`config.mk`:
```
export PLATFORM = sky130hd
export DESIGN_NAME = op_select
export DESIGN_NICKNAME = d
export VERILOG_FILES = /design/src/rtl/op_pkg.sv /design/src/rtl/op_select_btn_debounce.sv /design/src/rtl/op_select.sv
export SDC_FILE = /design/constraint.sdc
export NUM_CORES = 1
export LEC_CHECK = 0
export CAP_MARGIN = 20
export CORE_AREA = 2 2 93 95
export DETAILED_ROUTE_END_ITERATION = 10
export DIE_AREA = 0 0 95 97
export DONT_BUFFER_PORTS = 1
export HOLD_SLACK_MARGIN = 0.06
export PLACE_DENSITY_LB_ADDON = 0.08
export SLEW_MARGIN = 30
export SYNTH_ARGS = -nofsm -noshare
export SYNTH_HDL_FRONTEND = slang
export SYNTH_SLANG_ARGS = --single-unit
```
`constraint.sdc`:
```
create_clock -name clk -period 2.2 [get_ports clk]
set_clock_uncertainty 0.2 [all_clocks]
set_input_delay 0.11 -clock clk [delete_from_list [all_inputs] [get_ports clk]]
set_output_delay 0.11 -clock clk [all_outputs]
set_load 0.01 [all_outputs]
```
`src/rtl/op_pkg.sv`:
```
// Shared definitions for the operation-select path: op codes, main-FSM state
// encodings used by the display and top FSM, and the op code validity check.
package op_pkg;

   localparam logic [3:0] OP_T = 4'b0001;
   localparam logic [3:0] OP_A = 4'b0010;
   localparam logic [3:0] OP_B = 4'b0100;
   localparam logic [3:0] OP_C = 4'b1000;
   localparam logic [3:0] OP_D = 4'b1111;

   typedef enum logic [3:0] {
      MS_RESET   = 4'd0,
      MS_MENU    = 4'd1,
      MS_SELECT  = 4'd2,
      MS_INPUT_A = 4'd3,
      MS_INPUT_B = 4'd4,
      MS_COMPUTE = 4'd5,
      MS_RESULT  = 4'd6,
      MS_ERROR   = 4'd7,
      MS_TIMEOUT = 4'd8,
      MS_DONE    = 4'd9
   } main_state_t;

   typedef enum logic [1:0] {
      SEL_IDLE  = 2'd0,
      SEL_ARMED = 2'd1,
      SEL_LOCK  = 2'd2,
      SEL_DONE  = 2'd3
   } sel_state_t;

   function automatic logic op_is_valid(input logic [3:0] code);
      case (code)
         OP_T, OP_A, OP_B, OP_C, OP_D: return 1'b1;
         default:                      return 1'b0;
      endcase
   endfunction

endpackage

```
`src/rtl/op_select_btn_debounce.sv`:
```
// Button conditioner: two-flop synchroniser, stability counter and a one-cycle
// pulse on each debounced rising edge.
module btn_debounce #(
   parameter int DEBOUNCE_CYCLES = 2_000_000
) (
   input  logic clk,
   input  logic rst_n,
   input  logic raw,
   output logic level,
   output logic rise_pulse
);

   localparam int CNT_W = (DEBOUNCE_CYCLES > 1) ? $clog2(DEBOUNCE_CYCLES) : 1;
   localparam logic [CNT_W-1:0] CNT_MAX = CNT_W'(DEBOUNCE_CYCLES - 1);

   logic             raw_p0;
   logic             raw_p1;
   logic [CNT_W-1:0] cnt;

   always_ff @(posedge clk or negedge rst_n) begin
      if (!rst_n) begin
         raw_p0     <= 1'b0;
         raw_p1     <= 1'b0;
         level      <= 1'b0;
         cnt        <= '0;
         rise_pulse <= 1'b0;
      end else begin
         raw_p0     <= raw;
         raw_p1     <= raw_p0;
         rise_pulse <= 1'b0;
         // Any cycle agreeing with the current level restarts the stability window
         if (raw_p1 == level) begin
            cnt <= '0;
         end else if (cnt == CNT_MAX) begin
            level      <= ~level;
            cnt        <= '0;
            rise_pulse <= ~level;
         end else begin
            cnt <= cnt + 1'b1;
         end
      end
   end

endmodule

```
`src/rtl/op_select.sv`:
```
// Converts switches plus a debounced confirm press into an accepted op code,
// with a whole-second lockout countdown after an invalid selection.
module op_select
   import op_pkg::*;
#(
   parameter int DEBOUNCE_CYCLES = 2_000_000,
   parameter int SEC_CYCLES      = 100_000_000,
   parameter int TIMEOUT_S       = 9
) (
   input  logic       clk,
   input  logic       rst_n,
   input  logic       select_en,
   input  logic [3:0] sw,
   input  logic       btn_confirm,
   output logic [3:0] op_type,
   output logic       op_valid,
   output logic       op_error,
   output logic       busy,
   output logic [3:0] sec_left
);

   localparam int TICK_W = (SEC_CYCLES > 1) ? $clog2(SEC_CYCLES) : 1;
   localparam logic [TICK_W-1:0] TICK_MAX = TICK_W'(SEC_CYCLES - 1);
   localparam logic [3:0]        SEC_INIT = 4'(TIMEOUT_S);

   logic [3:0]        sw_p0;
   logic [3:0]        sw_p1;
   logic              btn_level;
   logic              btn_rise;
   logic              press;

   sel_state_t        state,    state_nx;
   logic [TICK_W-1:0] tick,     tick_nx;
   logic [3:0]        sec_nx;
   logic              busy_nx;
   logic [3:0]        op_type_nx;
   logic              op_valid_nx;
   logic              op_error_nx;

   btn_debounce #(
      .DEBOUNCE_CYCLES(DEBOUNCE_CYCLES)
   ) u_btn (
      .clk       (clk),
      .rst_n     (rst_n),
      .raw       (btn_confirm),
      .level     (btn_level),
      .rise_pulse(btn_rise)
   );

   assign press = btn_rise & btn_level;

   always_ff @(posedge clk or negedge rst_n) begin
      if (!rst_n) begin
         sw_p0    <= '0;
         sw_p1    <= '0;
         state    <= SEL_IDLE;
         tick     <= '0;
         sec_left <= '0;
         busy     <= 1'b0;
         op_type  <= '0;
         op_valid <= 1'b0;
         op_error <= 1'b0;
      end else begin
         sw_p0    <= sw;
         sw_p1    <= sw_p0;
         state    <= state_nx;
         tick     <= tick_nx;
         sec_left <= sec_nx;
         busy     <= busy_nx;
         op_type  <= op_type_nx;
         op_valid <= op_valid_nx;
         op_error <= op_error_nx;
      end
   end

   always_comb begin
      state_nx    = state;
      tick_nx     = tick;
      sec_nx      = sec_left;
      busy_nx     = busy;
      op_type_nx  = op_type;
      op_valid_nx = 1'b0;
      op_error_nx = 1'b0;
      // Leaving the menu overrides any press or second boundary in the same cycle
      if (state != SEL_IDLE && !select_en) begin
         state_nx = SEL_IDLE;
         tick_nx  = '0;
         sec_nx   = '0;
         busy_nx  = 1'b0;
      end else begin
         case (state)
            SEL_IDLE: begin
               if (select_en) state_nx = SEL_ARMED;
            end
            SEL_ARMED: begin
               if (press) begin
                  if (op_is_valid(sw_p1)) begin
                     op_type_nx  = sw_p1;
                     op_valid_nx = 1'b1;
                     state_nx    = SEL_DONE;
                  end else begin
                     op_error_nx = 1'b1;
                     sec_nx      = SEC_INIT;
                     tick_nx     = '0;
                     busy_nx     = 1'b1;
                     state_nx    = SEL_LOCK;
                  end
               end
            end
            SEL_LOCK: begin
               if (tick == TICK_MAX) begin
                  tick_nx = '0;
                  if (sec_left > 4'd1) begin
                     sec_nx = sec_left - 4'd1;
                  end else begin
                     sec_nx   = '0;
                     busy_nx  = 1'b0;
                     state_nx = SEL_ARMED;
                  end
               end else begin
                  tick_nx = tick + 1'b1;
               end
            end
            SEL_DONE: begin
               state_nx = SEL_DONE;
            end
            default: begin
               state_nx = SEL_IDLE;
            end
         endcase
      end
   end

endmodule

```
==> summary.md, run 1 <==
| Metric | Value |
|---|---|
| Worst reg2reg path endpoint | `sec_left[1]` |
| Worst-Skew Late Latency | `0.35 ns` |
| Share of layout cells above drive strength 1 | `19.6%` |
| CTS Buf Count | `9` |
| Sequential fraction of the synthesis area | `50.3%` |
| Avg Vias per Cell | `5.55` |
| Die Wd | `95 um` |
| Max VDD drop | `0.553 mV` |
| Largest net degree at the start of global routing | `74` |
| CTS Root Cell | `clkbuf_8` |
| Critical R2R Launch | `tick[19]` |
| Most frequent cells in the layout | `dfrtp_1 (73), nor2_1 (37), buf_4 (36)` |
| Mapped Cells | `366` |
| # DRC | `0` |
| Post-layout util | `53.5%` |
| Flop pwr share | `42.5%` |
| Vias in the first global route | `2767` |
| Grt total ovfl | `0` |
| Sink Count | `73` |
| Internal power | `2.34 mW` |
| Worst EP arrival | `2.27 ns` |
| Setup TNS Final | `-0.0542 ns` |
| Post-CTS Setup Repair Bufs | `0` |
| Status | `finished with violations` |
| H-Tree Depth | `3` |
| CP Buf/Inv Count | `0` |
| Final setup fails | `3` |
| Area delta synth->final | `19.7%` |
| Clock power share | `31.4%` |
| Core area | `8130 um^2` |
| WP data required | `2.24 ns` |
| Max-Cap Viols | `0` |
| Initial Util | `44.6%` |
| Num rows | `33` |
| Crit Path Class | `reg -> reg` |
| Yosys warnings | `0` |
| Via count | `2879` |
| Clock Path Buffers | `2` |
| Final min period | `2.23 ns` |
| ANT nets after route | `0` |
| Die Area | `9220 um^2` |
| Min-delay worst type | `in -> async` |
| Final #Nets | `421` |
| CTS tree | `yes` |
| Combinational power share | `26.1%` |
| Least-Margin Pin Slew | `0.511 ns` |
| R2R Setup Slk | `-0.03 ns` |
| Worst R2R Path Depth | `5` |
| Number of hold violations in the final report | `0` |
| Fin worst setup slack | `-0.0292 ns` |
| Power per cell area | `819 nW/um^2` |
| Crit. End Element | `register` |
| Number of antenna violations at the first check in global routing | `0` |
| IO Count | `19` |
| Wirelength, routed | `7.68 mm` |
| CP max stage cell | `or4b_4` |
| Worst-path cell chain | `or4b_4 > nor4_4 > a21oi_4 > nor3_2 > mux2_1` |
| Die height | `97 um` |
| Switching Fraction | `34.2%` |
| Commonest non-fill, non-tap cell in the layout | `dfrtp_1` |
| Slew HR | `65.6%` |
| Drt first pass iters | `4` |
| GRT Total Usage | `18.4%` |
| Leakage | `1.90 nW` |
| Part of the cycle the worst path needs | `101%` |
| Ant. Diodes | `0` |
| Syn_nets | `378` |
| First-pass GRT wire length | `13.4 mm` |
| CP delay by family, top | `simple AND/OR/NAND/NOR gates` |
| Synth cell types | `53` |
| F_max | `0.449 GHz` |
| DR WL/cell | `14.8 um` |
| Port buffer count | `0` |
| P_sw | `1.22 mW` |
| Ys async rst share | `100%` |
| Post-synth EDFFs | `0` |
| Max Slew Vio Count | `0` |
| Final Wtd Congestion | `0.778` |
| Detailed Place HPWL | `5.17 mm` |
| Seq cells post-synth | `73` |
| Clock-pin slew on the worst setup and hold paths | `0.09 ns` |
| RSZ-0062 raised after global routing | `true` |
| Largest stage delay, worst path | `0.56 ns` |
| Worst Setup Start Kind | `register` |
| FILL cells | `725` |
| Top_reg_cell synth | `dfrtp_1` |
| Synth Cell Area | `3630 um^2` |
| Failing checks | `negative setup slack` |
| Initial DRC Count | `181` |
| Crit Path Max Fanout | `10` |
| Mean Syn Cell Area | `9.92 um^2` |
[kinds of logic (layout without fill, tap and decap cells)]
kind of cell	Yosys count	in the layout	synth area share, %
buffers and inverters	26	74	3.31
DFF	73	73	50.3
muxes	7	7	2.17
adders and majority gates	4	4	1.38
AOI/OAI and AO/OA	75	75	13.3
xor gates and xnor gates	22	22	5.31
and+or+nand+nor	159	159	24.2
[through the flow]
| stage | area (um^2) | cells | hold slack, ns | setup slack (ns) | total power, mW |
|---|---|---|---|---|---|
| after CTS | 4310 | 519 | 0.0917 | -0.0247 | 3.57 |
| final | 4350 | 519 | 0.0907 | -0.0292 | 3.56 |
| after global placement | 4000 | 495 | -0.383 | 0.0120 | 2.39 |
| after floorplan | 3630 | 366 | -0.386 | 0.00516 | 2.08 |
| after detailed placement | 4000 | 495 | -0.383 | -0.0178 | 2.39 |
| after global routing | 4350 | 519 | 0.0798 | -0.113 | 3.78 |
[state kept, by name, indices dropped and copies added, names as in the netlist]
| name | count |
|---|---|
| sw_p0 | 4 |
| tick | 27 |
| sw_p1 | 4 |
| busy | 1 |
| op_error | 1 |
| u_btn.cnt | 21 |
| sec_left | 4 |
| u_btn.raw_p0 | 1 |
| state | 2 |
| op_valid | 1 |
| op_type | 4 |
| u_btn.raw_p1 | 1 |
| u_btn.level | 1 |
| u_btn.rise_pulse | 1 |
[per-layer routing]
| layer | track usage (%) | vias up | part of all wire, % |
|---|---|---|---|
| met5 | 0 | - | 0 |
| met4 | 6.35 | 0 | 1.4 |
| met3 | 3.35 | 10 | 2.7 |
| met2 | 27.8 | 40 | 47 |
| met1 | 26.5 | 1399 | 49 |
| li1 | - | 1430 | - |
[timing repair]
action / 4_1_cts / 5_1_grt
pin swaps: 0 / 2
hold buffers: 8 / 0
setup endpoints to repair: 3 / 25
gates resized for setup: 1 / 10
hold endpoints to repair: 92 / 0
[worst max path at each step]
stage | start | end | cells after the start
finish | tick[19] | sec_left[1] | 5
detailed placement | tick[19] | tick[14] | 6
floorplan | tick[12] | tick[10] | 7
CTS | tick[19] | sec_left[1] | 5
global route | tick[19] | sec_left[1] | 5
global placement | tick[19] | sec_left[1] | 5
[final cells by class]
| class | count | area (um^2) | share of cell area [%] |
|---|---|---|---|
| clock buffers | 9 | 124 | 2.85 |
| clock inverters | 7 | 83.8 | 1.93 |
| inverters | 11 | 41.3 | 0.950 |
| multi-input cells | 267 | 1730 | 39.8 |
| flip-flops and latches | 73 | 1830 | 42.0 |
| well taps | 105 | 131 | 3.02 |
| repair buffers | 47 | 410 | 9.44 |
[cell usage after synthesis (all sizes together) (2+ instances only)]
| library cell | instances | area, um^2 |
|---|---|---|
| nor3b | 3 | 22.5 |
| or4 | 3 | 26.3 |
| nor4b | 3 | 26.3 |
| nor2 | 37 | 139 |
| nand3 | 20 | 100 |
| nor3 | 9 | 50.1 |
| inv | 11 | 41.3 |
| and4 | 5 | 43.8 |
| nor2b | 2 | 12.5 |
| a21oi | 16 | 83.8 |
| nor4 | 6 | 52.6 |
| xnor2 | 7 | 61.3 |
| ha | 4 | 50.1 |
| buf | 6 | 42.5 |
| nand2 | 27 | 101 |
| xor2 | 15 | 131 |
| nand2b | 7 | 43.8 |
| clkbuf | 9 | 36.3 |
| o21ai | 15 | 75.1 |
| o21a | 2 | 15.0 |
| nand3b | 3 | 22.5 |
| and2 | 2 | 12.5 |
| dfrtp | 73 | 1830 |
| o31ai | 5 | 37.5 |
| or2 | 3 | 18.8 |
| a41oi | 4 | 35.0 |
| a211o | 2 | 17.5 |
| and3 | 9 | 56.3 |
| nand4 | 17 | 121 |
| mux2 | 7 | 78.8 |
| a31oi | 21 | 138 |
[power groups by stage]
stage | Sequential, mW | Combinational [mW] | Clock [mW]
global route | 1.53 | 1.03 | 1.22
floorplan | 1.52 | 0.559 | 0
detailed placement | 1.54 | 0.851 | 0
CTS | 1.51 | 0.905 | 1.15
global placement | 1.54 | 0.854 | 0
finish | 1.51 | 0.930 | 1.12
No activity file was read; power rests on OpenSTA's default activity.
==> run 2: changes to the inputs <==
Settings changed: CELL_PAD_IN_SITES_DETAIL_PLACEMENT set to 1, CELL_PAD_IN_SITES_GLOBAL_PLACEMENT set to 2, CORE_AREA 2 2 93 95 to 2 2 103 105, DIE_AREA 0 0 95 97 to 0 0 105 107.
==> run 2 against run 1 <==
Compared with the run above:
- the run still ends with negative setup slack left
- hold slack worse by 0.0062 ns
- sequential share of layout area is 1.9 points lower
- final area is 4.6% higher
- via count is 3.8% higher
- flip-flop and latch count stayed put
- critical path depth is 1 higher
- die area is 22% higher
- clock power hardly changed
- wire length is 18% higher
- sequential power hardly changed
- largest power group unchanged
==> summary.md, run 2 (synthesis results as in run 1) <==
| Metric | Value |
|---|---|
| Commonest non-fill, non-tap cell in the layout | `dfrtp_1` |
| Detailed Place HPWL | `6.22 mm` |
| Largest net degree at the start of global routing | `74` |
| Final #Nets | `427` |
| Clock-pin slew on the worst setup and hold paths | `0.09 ns` |
| Least-Margin Pin Slew | `0.559 ns` |
| Final setup fails | `24` |
| Final Wtd Congestion | `0.734` |
| Post-place setup slack | `-0.0650 ns` |
| Ant. Diodes | `0` |
| Leakage | `1.94 nW` |
| Number of antenna violations at the first check in global routing | `0` |
| Via count | `2988` |
| Placed Area | `4090 um^2` |
| Failing checks | `negative setup slack` |
| Share of layout cells above drive strength 1 | `24.0%` |
| Sink Count | `73` |
| Switching Fraction | `34.6%` |
| Max-Cap Viols | `0` |
| Status | `finished with violations` |
| Crit Path Max Fanout | `5` |
| Wirelength, routed | `9.09 mm` |
| Internal power | `2.42 mW` |
| Max Slew Vio Count | `0` |
| Biggest regs | `tick x27, u_btn.cnt x21` |
| P_sw | `1.28 mW` |
| CTS Buf Count | `9` |
| Port buffer count | `0` |
| Die height | `107 um` |
| Area delta synth->final | `25.3%` |
| Max VDD drop | `0.450 mV` |
| Number of flip-flops in the largest register | `27` |
| Die Area | `11200 um^2` |
| Avg Vias per Cell | `5.37` |
| Drt first pass iters | `4` |
| DR WL/cell | `16.4 um` |
| Crit Path Class | `reg -> reg` |
| Initial Util | `36.0%` |
| IO Count | `19` |
| GRT Total Usage | `17.3%` |
| Vias in the first global route | `3090` |
| Clock power share | `30.2%` |
| ANT nets after route | `0` |
| Biggest register | `tick` |
| Final min period | `2.30 ns` |
| Grt total ovfl | `0` |
| H-Tree Depth | `3` |
| Slew HR | `62.3%` |
| Design Power | `3.70 mW` |
| Power per cell area | `814 nW/um^2` |
| Part of the cycle the worst path needs | `104%` |
| Combinational power share | `28.9%` |
| Final Instance Area | `4550 um^2` |
| CTS tree | `yes` |
| FILL cells | `1157` |
| RSZ-0062 raised after global routing | `true` |
| Worst Setup Start Kind | `register` |
| Crit. End Element | `register` |
| First-pass GRT wire length | `15.4 mm` |
| Number of hold violations in the final report | `0` |
| F_max | `0.435 GHz` |
| Fin worst setup slack | `-0.0974 ns` |
| Num rows | `37` |
| Setup TNS Final | `-0.936 ns` |
| # DRC | `0` |
| Die Wd | `105 um` |
| Initial DRC Count | `92` |
| Core area | `10100 um^2` |
| Flop pwr share | `40.8%` |
| Worst EP arrival | `2.35 ns` |
| Most frequent cells in the layout | `dfrtp_1 (73), buf_4 (39), nor2_1 (37)` |
| Worst-Skew Late Latency | `0.35 ns` |
| WP data required | `2.25 ns` |
| Clock Path Buffers | `2` |
| CTS Root Cell | `clkbuf_8` |
| Min-delay worst type | `in -> async` |
run 2: changes by cell type in the layout (fill, tap and decap cells not counted), moves of 3 or more:
cell     change
o21ai_1      +3
buf_4        +3
a21oi_2      +6
buf_12       +3
a41oi_1      -4
o21ai_0      -4
a21oi_1      -5
a41oi_2      +4
run 2: layer usage:
metal  GRT usage [%]  part of all wire (%)
met1            23.0                    48
met2            27.7                    48
met3            4.07                   2.7
met4            6.10                   2.1
met5               0                     0
run 2: power groups by stage:
stage          Sequential [mW]  Combinational, mW  Clock [mW]
4_1_cts                   1.51               1.03        1.16
5_1_grt                   1.52               1.18        1.23
2_1_floorplan             1.52              0.559           0
3_3_place_gp              1.53              0.950           0
3_5_place_dp              1.54              0.965           0
6_report                  1.51               1.07        1.12
run 2: layout make-up:
class | count | area [um^2] | share of cell area [%]
Tap cell | 136 | 170 | 3.74
Timing Repair Buffer | 52 | 482 | 10.6
Sequential cell | 73 | 1830 | 40.2
Clock inverter | 7 | 83.8 | 1.84
Multi-Input combinational cell | 268 | 1820 | 40.0
Clock buffer | 9 | 124 | 2.72
Inverter | 11 | 41.3 | 0.908
run 2: per-stage QoR:
step / util [%] / hold slack, ns / cells
floorplan: - / -0.386 / 366
global placement: 40.5 / -0.384 / 528
detailed placement: 40.5 / -0.383 / 528
CTS: 43.9 / 0.0804 / 553
global route: 45.1 / 0.0719 / 556
finish: 45.1 / 0.0845 / 556
run 2: critical path, cell delays in order, from the launching register on:
cell     delay [ns]
dfrtp_1        0.40
or4b_4         0.57
nor4_4         0.28
buf_4          0.18
a21oi_4        0.09
nor3_4         0.14
mux2_1         0.33
run 2: final timing paths:
| check | start | endpoint | slack [ns] | depth (start not counted) |
|---|---|---|---|---|
| worst max register to register | tick[19] | sec_left[1] | -0.1 | 6 |
| worst min-delay path | rst_n | tick[21] | 0.08 | 2 |
| min in group clk | sw[2] | sw_p0[2] | 0.10 | 1 |
| worst max-delay path | tick[19] | sec_left[1] | -0.1 | 6 |
| max in group asynchronous | rst_n | u_btn.cnt[10] | 1.37 | 2 |
| worst min register to register | sw_p0[2] | sw_p1[2] | 0.16 | 0 |
run 2: what timing repair did:
action | 4_1_cts | 5_1_grt
buffers inserted | 1 | 3
hold endpoints to repair | 92 | 0
pin swaps | 1 | 4
resized for setup | 5 | 24
gates cloned | 0 | 1
endpoints found under the setup margin | 7 | 32
hold buffers | 8 | 0
==> run 3: changes to the inputs <==
Settings changed: ABC_AREA set to 1, CORE_AREA 2 2 103 105 to 2 2 113 115, DIE_AREA 0 0 105 107 to 0 0 115 117, RECOVER_POWER set to 100.
==> run 3 against run 2 <==
Compared with the run above:
- the flow now finishes without violations
- setup slack improved by 0.28 ns
- maximum frequency increased by 14%
- sequential power about the same
- global-route usage grew 1.8 points
- synthesized cell count is 50% higher
- synthesized area is 13% higher
- clock power is 44% higher
- die area is 20% higher
- sequential share of layout area is 1.7 points lower
- final area increased by 4.5%
- critical path type unchanged
==> summary.md, run 3 <==
| Metric | Value |
|---|---|
| Max VDD drop | `0.699 mV` |
| Worst EP arrival | `2.10 ns` |
| R2R Setup Slk | `0.18 ns` |
| Vias in the first global route | `3813` |
| Placed Area | `4350 um^2` |
| Crit Path Max Fanout | `14` |
| Final setup fails | `0` |
| CTS Root Cell | `clkbuf_16` |
| Critical R2R Launch | `tick[0]` |
| Crit Path Class | `reg -> reg` |
| Drt first pass iters | `4` |
| Initial DRC Count | `136` |
| WP data required | `2.28 ns` |
| Crit. End Element | `register` |
| Post-synth EDFFs | `0` |
| Core area | `12300 um^2` |
| Crit path launch | `tick[0]` |
| Via count | `3658` |
| GRT Total Usage | `19.1%` |
| Synth cell count leaders | `nand2_1 (156), nor2_1 (74), dfrtp_1 (73), inv_1 (60), nand3_1 (43)` |
| Share of layout cells above drive strength 1 | `10.1%` |
| Clock-pin slew on the worst setup and hold paths | `0.06 ns` |
| Die height | `117 um` |
| Worst reg2reg path endpoint | `sec_left[0]` |
| Die Wd | `115 um` |
| Synth area leaders | `dfrtp_1 (45%), nand2_1 (14%), nor2_1 (6.8%)` |
| Most frequent cells in the layout | `nand2_1 (159), nor2_1 (74), dfrtp_1 (73)` |
| Min-delay worst type | `in -> reg` |
| Ys async rst share | `100%` |
| First-pass GRT wire length | `19.5 mm` |
| # DRC | `0` |
| F_max | `0.495 GHz` |
| Max Slew Vio Count | `0` |
| Commonest non-fill, non-tap cell in the layout | `nand2_1` |
| Area leader, netlist | `dfrtp_1` |
| Least-Margin Pin Slew | `1.04 ns` |
| ANT nets after route | `0` |
| Final Instance Area | `4750 um^2` |
| Max-Cap Viols | `0` |
| IO Count | `19` |
| CTS tree | `yes` |
| Final Wtd Congestion | `0.807` |
| Number of antenna violations at the first check in global routing | `0` |
| Final Hold Slack | `0.121 ns` |
| Slew HR | `30.7%` |
| Number of flip-flops in the largest register | `27` |
| Part of the cycle the worst path needs | `91.8%` |
| Status | `finished clean` |
| Biggest regs | `tick x27, u_btn.cnt x21` |
| Area delta synth->final | `15.9%` |
| Largest net degree at the start of global routing | `74` |
| Post-layout util | `38.6%` |
| Grt total ovfl | `0` |
| Initial Util | `33.3%` |
| Ant. Diodes | `0` |
| Clock Path Buffers | `2` |
| Final #Nets | `590` |
| RSZ-0062 raised after global routing | `false` |
| Avg Vias per Cell | `4.99` |
| Sink Count | `73` |
| Num rows | `41` |
| Number of hold violations in the final report | `0` |
| Wirelength, routed | `11.6 mm` |
| Syn_nets | `562` |
| FILL cells | `1512` |
| Count leader, synth | `nand2_1` |
| Power per cell area | `834 nW/um^2` |
| Detailed Place HPWL | `8.57 mm` |
| Biggest register | `tick` |
| Seq cells post-synth | `73` |
| Final min period | `2.02 ns` |
| Worst R2R Path Depth | `12` |
| Worst Setup Start Kind | `register` |
| Port buffer count | `0` |
| Synth Cell Area | `4100 um^2` |
| DR WL/cell | `15.9 um` |
| Die Area | `13500 um^2` |
| Top_reg_cell synth | `dfrtp_1` |
| H-Tree Depth | `3` |
| Worst-Skew Late Latency | `0.34 ns` |
| Yosys warnings | `0` |
| Design Power | `3.96 mW` |
| Sequential fraction of the synthesis area | `44.6%` |
| Mean Syn Cell Area | `7.45 um^2` |
| Top-area cell type share of the netlist area | `44.6%` |
| Leakage | `2.19 nW` |
| Mapped Cells | `550` |
| CTS Buf Count | `9` |
| CP Capture Point | `sec_left[0]` |
| Synth cell types | `31` |
| Setup TNS Final | `0 ns` |
[run 3: cell count changes in the layout (fill, tap and decap cells not counted), moves of 16 or more]
| cell | previous run | this run |
|---|---|---|
| inv_1 | 11 | 61 |
| nor2_1 | 37 | 74 |
| nand2_1 | 27 | 159 |
| nand3_1 | 18 | 44 |
| a31oi_1 | 18 | 2 |
| buf_4 | 39 | 13 |
[run 3: where the power goes]
part / internal, mW / switching, mW
sequential: 1.41 / 0.0935
combinational: 0.250 / 0.595
clock: 0.993 / 0.620
[run 3: worst max-delay path, stage by stage (launching register included)]
cell     delay (ns)
dfrtp_1        0.43
ha_4           0.18
nand2_1        0.07
nor2_1         0.13
nand2_2        0.14
inv_2          0.10
nand2_1        0.09
nor2_4         0.10
nor2_4         0.03
buf_4          0.19
nor2_4         0.14
nand3_1        0.08
nand2_1        0.07
[run 3: cell families (layout without fill, tap and decap cells)]
family / count (synthesis) / in the layout / synth area share [%]
buffers and inverters: 74 / 107 / 7.36
AND/OR/NAND/NOR: 341 / 341 / 38.0
XOR/XNOR: 17 / 17 / 3.63
AO/OA/AOI/OAI: 41 / 41 / 5.19
flip-flops: 73 / 73 / 44.6
adder cells (fa/ha/maj): 4 / 4 / 1.22
[run 3: what timing repair did]
action,in CTS,in global routing
endpoints found under the hold margin,83,0
gates resized for setup,0,3
setup buffers,0,2
hold buffers,8,0
endpoints found under the setup margin,0,10
[run 3: area by class of cell]
class / count / area [um^2] / share of cell area [%]
Multi-Input combinational cell: 403 / 1980 / 41.6
Clock inverter: 7 / 93.8 / 1.97
Inverter: 67 / 251 / 5.29
Clock buffer: 9 / 225 / 4.74
Sequential cell: 73 / 1830 / 38.4
Tap cell: 150 / 188 / 3.95
Timing Repair Buffer: 24 / 191 / 4.03
[run 3: how the worst min path moves through the flow]
stage	cells past startpoint	slack, ns	from	end
floorplan	0	-0.39	rst_n	busy
global placement	0	-0.38	rst_n	tick[11]
detailed placement	0	-0.38	rst_n	tick[13]
CTS	1	0.11	btn_confirm	u_btn.raw_p0
global route	1	0.11	sw[1]	sw_p0[1]
finish	1	0.12	sw[1]	sw_p0[1]
[run 3: metal layers]
| metal | vias to the layer above | track usage (%) | share of wire, % |
|---|---|---|---|
| li1 | 1820 | - | - |
| met1 | 1769 | 23.8 | 46 |
| met2 | 47 | 32.2 | 48 |
| met3 | 22 | 3.86 | 3.1 |
| met4 | 0 | 8.67 | 2.8 |
| met5 | - | 0 | 0 |
[run 3: stage by stage]
stage	setup slack, ns	cells
after floorplan	0.442	550
after global placement	0.183	707
after detailed placement	0.121	707
after CTS	0.0736	731
after global routing	0.00346	733
final	0.181	733
